## config.mk

```make
export PLATFORM = sky130hd
export DESIGN_NAME = butterfly_pipe
export DESIGN_NICKNAME = d
export VERILOG_FILES = /design/src/rtl/butterfly_pipe.sv
export SDC_FILE = /design/constraint.sdc
export NUM_CORES = 2
export LEC_CHECK = 0
export ABC_AREA = 1
export CAP_MARGIN = 10
export CORE_MARGIN = 4
export CORE_UTILIZATION = 65
export CTS_CLUSTER_DIAMETER = 60
export DETAILED_ROUTE_END_ITERATION = 10
export PLACE_DENSITY = 0.9
export RECOVER_POWER = 50
export SETUP_SLACK_MARGIN = 0.05
export SLEW_MARGIN = 20
export SYNTH_ARGS = -nofsm -noshare
export SYNTH_HDL_FRONTEND = slang
export SYNTH_SLANG_ARGS = --single-unit
```

## constraint.sdc

```tcl
create_clock -name clk -period 7.5 [get_ports clk]
set_clock_uncertainty 0.15 [all_clocks]
set_input_delay 1.5 -clock clk [delete_from_list [all_inputs] [get_ports clk]]
set_output_delay 1.5 -clock clk [all_outputs]
set_load 0.01 [all_outputs]
```

## src/rtl/butterfly_pipe.sv

```systemverilog
// butterfly_pipe: 3-stage pipelined radix-2 DIT butterfly.
// Computes A + W*B and A - W*B on packed {re, im} complex samples.
// Options per sample: conjugate twiddle (inverse FFT) and divide-by-2 scaling.
// Each output component saturates. A sideband tag travels with the sample.
// All stages advance together when the output register is empty or being
// drained, so a stall holds every stage, bubbles included.
module butterfly_pipe #(
   parameter int DW    = 18,
   parameter int TW    = 18,
   parameter int TFRAC = 17,
   parameter int TAGW  = 8
) (
   input  logic              clk,
   input  logic              rst_n,
   input  logic              in_valid,
   output logic              in_ready,
   input  logic [2*DW-1:0]   a_in,
   input  logic [2*DW-1:0]   b_in,
   input  logic [2*TW-1:0]   w_in,
   input  logic              scale_in,
   input  logic              inv_in,
   input  logic [TAGW-1:0]   tag_in,
   output logic              out_valid,
   input  logic              out_ready,
   output logic [2*DW-1:0]   apwb_out,
   output logic [2*DW-1:0]   anwb_out,
   output logic              sat_out,
   output logic [TAGW-1:0]   tag_out
);

   localparam int PW = DW + TW;   // product width
   localparam int WW = PW + 1;    // W*B component width (difference/sum of products)
   localparam int SW = PW + 2;    // A +/- W*B width, cannot overflow

   localparam logic signed [TW-1:0] W_MAX = {1'b0, {(TW-1){1'b1}}};
   localparam logic signed [TW-1:0] W_MIN = {1'b1, {(TW-1){1'b0}}};
   localparam logic signed [WW-1:0] RND   = {{(WW-TFRAC){1'b0}}, 1'b1, {(TFRAC-1){1'b0}}};
   localparam logic signed [SW-1:0] ONE   = {{(SW-1){1'b0}}, 1'b1};
   localparam logic signed [SW-1:0] D_MAX = {{(SW-DW+1){1'b0}}, {(DW-1){1'b1}}};
   localparam logic signed [SW-1:0] D_MIN = {{(SW-DW+1){1'b1}}, {(DW-1){1'b0}}};

   // Clamp to the DW-bit output range; returns {saturated, value}.
   function automatic logic [DW:0] sat_fn(input logic signed [SW-1:0] v);
      if (v > D_MAX)      return {1'b1, D_MAX[DW-1:0]};
      else if (v < D_MIN) return {1'b1, D_MIN[DW-1:0]};
      else                return {1'b0, v[DW-1:0]};
   endfunction

   logic adv;
   assign adv      = !out_valid || out_ready;
   assign in_ready = adv;

   // Stage-1 inputs: optional conjugation of the twiddle imaginary part
   logic signed [TW-1:0] w_im_raw, w_im_eff;

   // Conjugate W when inverse mode is requested; -(-2^(TW-1)) clamps to max
   always_comb begin
      // NOTE: every always_comb target gets a default first so no latch is inferred.
      w_im_raw = w_in[TW-1:0];
      w_im_eff = w_im_raw;
      if (inv_in) w_im_eff = (w_im_raw == W_MIN) ? W_MAX : -w_im_raw;
   end

   logic                  s1_valid, s1_scale;
   logic signed [DW-1:0]  s1_a_re, s1_a_im, s1_b_re, s1_b_im;
   logic signed [TW-1:0]  s1_w_re, s1_w_im;
   logic [TAGW-1:0]       s1_tag;

   // Stage 1: capture the accepted sample and its per-sample controls
   always_ff @(posedge clk or negedge rst_n) begin
      // NOTE: datapath registers are reset too, so reset leaves every stage fully defined.
      if (!rst_n) begin
         s1_valid <= 1'b0;
         s1_scale <= 1'b0;
         s1_a_re  <= '0;
         s1_a_im  <= '0;
         s1_b_re  <= '0;
         s1_b_im  <= '0;
         s1_w_re  <= '0;
         s1_w_im  <= '0;
         s1_tag   <= '0;
      end else if (adv) begin
         // NOTE: non-blocking assignments keep all stages shifting in lock-step.
         s1_valid <= in_valid;
         s1_scale <= scale_in;
         s1_a_re  <= a_in[2*DW-1:DW];
         s1_a_im  <= a_in[DW-1:0];
         s1_b_re  <= b_in[2*DW-1:DW];
         s1_b_im  <= b_in[DW-1:0];
         s1_w_re  <= w_in[2*TW-1:TW];
         s1_w_im  <= w_im_eff;
         s1_tag   <= tag_in;
      end
   end

   // Sign-extended multiplier operands at full product width
   logic signed [PW-1:0] b_re_x, b_im_x, w_re_x, w_im_x;
   assign b_re_x = $signed({{TW{s1_b_re[DW-1]}}, s1_b_re});
   assign b_im_x = $signed({{TW{s1_b_im[DW-1]}}, s1_b_im});
   assign w_re_x = $signed({{DW{s1_w_re[TW-1]}}, s1_w_re});
   assign w_im_x = $signed({{DW{s1_w_im[TW-1]}}, s1_w_im});

   logic                  s2_valid, s2_scale;
   logic signed [DW-1:0]  s2_a_re, s2_a_im;
   logic signed [PW-1:0]  s2_p_rr, s2_p_ii, s2_p_ri, s2_p_ir;
   logic [TAGW-1:0]       s2_tag;

   // Stage 2: the four partial products, with A delayed alongside
   always_ff @(posedge clk or negedge rst_n) begin
      if (!rst_n) begin
         s2_valid <= 1'b0;
         s2_scale <= 1'b0;
         s2_a_re  <= '0;
         s2_a_im  <= '0;
         s2_p_rr  <= '0;
         s2_p_ii  <= '0;
         s2_p_ri  <= '0;
         s2_p_ir  <= '0;
         s2_tag   <= '0;
      end else if (adv) begin
         s2_valid <= s1_valid;
         s2_scale <= s1_scale;
         s2_a_re  <= s1_a_re;
         s2_a_im  <= s1_a_im;
         s2_p_rr  <= b_re_x * w_re_x;
         s2_p_ii  <= b_im_x * w_im_x;
         s2_p_ri  <= b_re_x * w_im_x;
         s2_p_ir  <= b_im_x * w_re_x;
         s2_tag   <= s1_tag;
      end
   end

   logic signed [WW-1:0] wb_re, wb_im, wb_re_r, wb_im_r;
   logic signed [SW-1:0] a_re_x, a_im_x, wbr_x, wbi_x;
   logic signed [SW-1:0] p_re, p_im, n_re, n_im;
   logic [DW:0]          sp_re, sp_im, sn_re, sn_im;

   // Stage 3 datapath: complex product, round half up, add/sub, scale, clamp
   always_comb begin
      wb_re   = $signed({s2_p_rr[PW-1], s2_p_rr}) - $signed({s2_p_ii[PW-1], s2_p_ii});
      wb_im   = $signed({s2_p_ri[PW-1], s2_p_ri}) + $signed({s2_p_ir[PW-1], s2_p_ir});
      wb_re_r = (wb_re + RND) >>> TFRAC;
      wb_im_r = (wb_im + RND) >>> TFRAC;
      wbr_x   = $signed({wb_re_r[WW-1], wb_re_r});
      wbi_x   = $signed({wb_im_r[WW-1], wb_im_r});
      a_re_x  = $signed({{(SW-DW){s2_a_re[DW-1]}}, s2_a_re});
      a_im_x  = $signed({{(SW-DW){s2_a_im[DW-1]}}, s2_a_im});
      p_re    = a_re_x + wbr_x;
      p_im    = a_im_x + wbi_x;
      n_re    = a_re_x - wbr_x;
      n_im    = a_im_x - wbi_x;
      if (s2_scale) begin
         p_re = (p_re + ONE) >>> 1;
         p_im = (p_im + ONE) >>> 1;
         n_re = (n_re + ONE) >>> 1;
         n_im = (n_im + ONE) >>> 1;
      end
      sp_re = sat_fn(p_re);
      sp_im = sat_fn(p_im);
      sn_re = sat_fn(n_re);
      sn_im = sat_fn(n_im);
   end

   // Stage 3 register: results, saturation flag, tag and valid
   always_ff @(posedge clk or negedge rst_n) begin
      if (!rst_n) begin
         out_valid <= 1'b0;
         apwb_out  <= '0;
         anwb_out  <= '0;
         sat_out   <= 1'b0;
         tag_out   <= '0;
      end else if (adv) begin
         out_valid <= s2_valid;
         apwb_out  <= {sp_re[DW-1:0], sp_im[DW-1:0]};
         anwb_out  <= {sn_re[DW-1:0], sn_im[DW-1:0]};
         sat_out   <= sp_re[DW] | sp_im[DW] | sn_re[DW] | sn_im[DW];
         tag_out   <= s2_tag;
      end
   end

endmodule

```

==> impl_metrics.env <==
export IMPL_status="finished, violations left"
export IMPL_violations="max-capacitance violations, max-slew violations"
export IMPL_rsz0062_at_grt="true"
export IMPL_synth_edf_count=0
export IMPL_relSlewSlack=-2.22
export IMPL_clock_fmax_ghz=0.139
export IMPL_tns_ns=0
export IMPL_netlist_area_um2=75300
export IMPL_synth_top_cell_area_share=0.351
export IMPL_antenna_found_initial=5
export IMPL_layout_nets=11800
export IMPL_grt_max_degree=131
export IMPL_vias_per_cell=5.75
export IMPL_synth_ff_latch_count=390
export IMPL_first_global_vias=67800
export IMPL_worstMarginPinSlew_ns=4.83
export IMPL_synth_warnings=0
export IMPL_drt_pass1_iterations=8
export IMPL_grt_util_all_layers=0.373
export IMPL_final_cell_mix="nand2_1, inv_1, fa_1, ha_1, dfrtp_1"
export IMPL_cp_max_fo=21
export IMPL_fp_dieW_um=348
export IMPL_layout_commonest_cell="nand2_1"
export IMPL_postRouteAntennaNets=0
export IMPL_yosysTopAreaCell="fa_1"
export IMPL_placementRows=124
export IMPL_gp_congestion=0.987
export IMPL_dieArea_um2=121000
export IMPL_dp_hpwl_mm=180
export IMPL_dieHeight_um=348
export IMPL_setup_viol=0
export IMPL_synthTopCellsByArea="fa_1, nand2_1, dfrtp_1, inv_1, ha_1"
export IMPL_crit_path_frequent_cell="fa_1"
export IMPL_grt_overflow=0
export IMPL_ys_types=60
export IMPL_via_count=65200
export IMPL_synth_avg_cell_area_um2=7.72
export IMPL_cts_resized_gates=0
export IMPL_worst_ep_arrival_time_ns=7.61
export IMPL_crit_buf_inv=3
export IMPL_routed_wl_mm=223
export IMPL_hold_buffers=0
export IMPL_cts_setup_buffers=0
export IMPL_async_flop_share=1.00
export IMPL_synth_top_flop_cell="dfrtp_1"
export IMPL_synth_cells=9762
export IMPL_fin_crit_sh=0.960
export IMPL_cts_made_buffers=61
export IMPL_wl_per_cell_um=19.7
export IMPL_maxSlewViolCount=252
export IMPL_io_pins=205
export IMPL_initial_utilization=0.657
export IMPL_cts_max_level=2
export IMPL_crit_path_top_delay_cell="dfrtp_1"
export IMPL_drt_iter0_markers=6868
export IMPL_maxCapViolCount=4
export IMPL_cts_tree="yes"
export IMPL_cts_root_buffer="clkbuf_16"
export IMPL_drc=0
export IMPL_drive_gt1_frac=0.0431
export IMPL_syn_nets=11800
export IMPL_critPathKind="reg -> reg"
export IMPL_clk_pin_slew_worst_paths_ns=0.07
export IMPL_clkSinkCount=390
export IMPL_end_kind="register"
export IMPL_synth_seq_area_share=0.130
export IMPL_grt_pass1_wl_mm=357
export IMPL_crit_path_start_kind="register"
export IMPL_port_buffers=204
export IMPL_crit_family="adder cells"
export IMPL_hp_class="reg -> reg"
export IMPL_crit_chain="buf_4 > nand2_1 > fa_1 > fa_1 > fa_1 > fa_1 > fa_1 > inv_1 > fa_1 > ha_1 > a21oi_1 > inv_1 > a21oi_1 > nor2_1 > nor2_1 > nor2_1 > a211oi_1 > o21ai_0 > nand2_1 > nand2_1 > a21oi_1 > a21oi_1 > o21ai_0 > o21ai_0"
export IMPL_clkLatencyLatePin_ns=0.73
export IMPL_crit_required_ns=7.91
export IMPL_area_growth_pct=8.05
export IMPL_slowest_delay_ns=1.08
export IMPL_core_area_um2=115000
export IMPL_clockBufferDepth=3
export IMPL_finalHoldViolCount=0
export IMPL_min_period_ns=7.20
==> final cells by class <==
cell class                 count  area (um2)
inverter                    2289        8600
multi-input combinational   6656       55200
timing repair buffer         387        3660
antenna                        6        15.0
sequential                   390        9770
tap                         1512        1890
clock inverter                49         672
clock buffer                  66        1580
fill                        8451       33300
==> sequential cells by signal (all words and copies together) (netlist names), 36 cells and up <==
name and flops:
anwb_out 36, apwb_out 36, s2_p_ii 36, s2_p_ir 36, s2_p_ri 36, s2_p_rr 36
==> per-stage QoR <==
| step | setup slack, ns | instance area [um2] | hold WS [ns] | util | std cells |
|---|---|---|---|---|---|
| final | 0.302 | 81400 | 0.313 | 0.710 | 11400 |
| after detailed placement | 0.423 | 79100 | 0.309 | 0.690 | 11200 |
| after floorplan | 1.22 | 75300 | 0.270 | - | 9762 |
| after CTS | 0.377 | 81400 | 0.317 | 0.710 | 11300 |
| after global placement | 0.744 | 79100 | 0.298 | 0.690 | 11200 |
| after global routing | 0.0107 | 81400 | 0.335 | 0.710 | 11300 |
==> cells in the mapped netlist, types with 11 or more instances <==
cell	instances
clkbuf_1	301
fa_1	1320
o211ai_1	27
dfrtp_1	390
nand2_1	2807
o21bai_1	18
or2_2	20
a21o_1	12
inv_2	12
buf_6	13
nand2_2	28
buf_1	79
a31oi_1	52
ha_1	595
o21a_1	17
inv_1	2275
nand3_2	11
o21ai_0	356
nor2_1	377
a21oi_1	334
xnor2_1	106
nor3_1	44
nand3_1	235
buf_2	22
a21boi_0	14
buf_4	11
o31ai_1	12
nor2_2	23
xor2_1	97
nand4_1	54
==> worst min-delay path, cell delays in order, from the launching register on <==
cell and delay (ns):
dfrtp_1 0.34, nand2_1 0.05, nand2_1 0.05
==> kinds of logic (layout without fill, tap and decap cells) <==
kind of cell	count (synthesis)	after routing	share of synthesized area
buffers and inverters	2716	2791	0.138
and+or+nand+nor	3638	3638	0.193
adders and majority gates	1915	1915	0.450
other	0	6	0
AOI/OAI and AO/OA	900	900	0.0663
xor gates and xnor gates	203	203	0.0236
DFF	390	390	0.130
==> layer usage <==
layer / vias up / part of all wire / GRT usage
met5: - / 0.00043 / 0.00549
met3: 932 / 0.12 / 0.0986
met4: 8 / 0.077 / 0.228
met1: 31600 / 0.36 / 0.469
met2: 3847 / 0.45 / 0.582
li1: 28900 / - / -
==> final timing paths <==
check	end	depth (start not counted)	slack [ns]	startpoint
min in group asynchronous	anwb_out[20]	1	2.57	rst_n
max in group asynchronous	s1_b_im[17]	2	1.08	rst_n
worst min-delay path	tag_out[7]	2	0.31	s2_tag[7]
worst max register to register	s2_p_ri[35]	24	0.30	s1_w_im[11]
worst max-delay path	s2_p_ri[35]	24	0.30	s1_w_im[11]
worst min register to register	tag_out[7]	2	0.31	s2_tag[7]
Power is left out: the tool's default activity adds up to more than one toggle a clock period on the data nets, which glitch-free logic cannot reach.
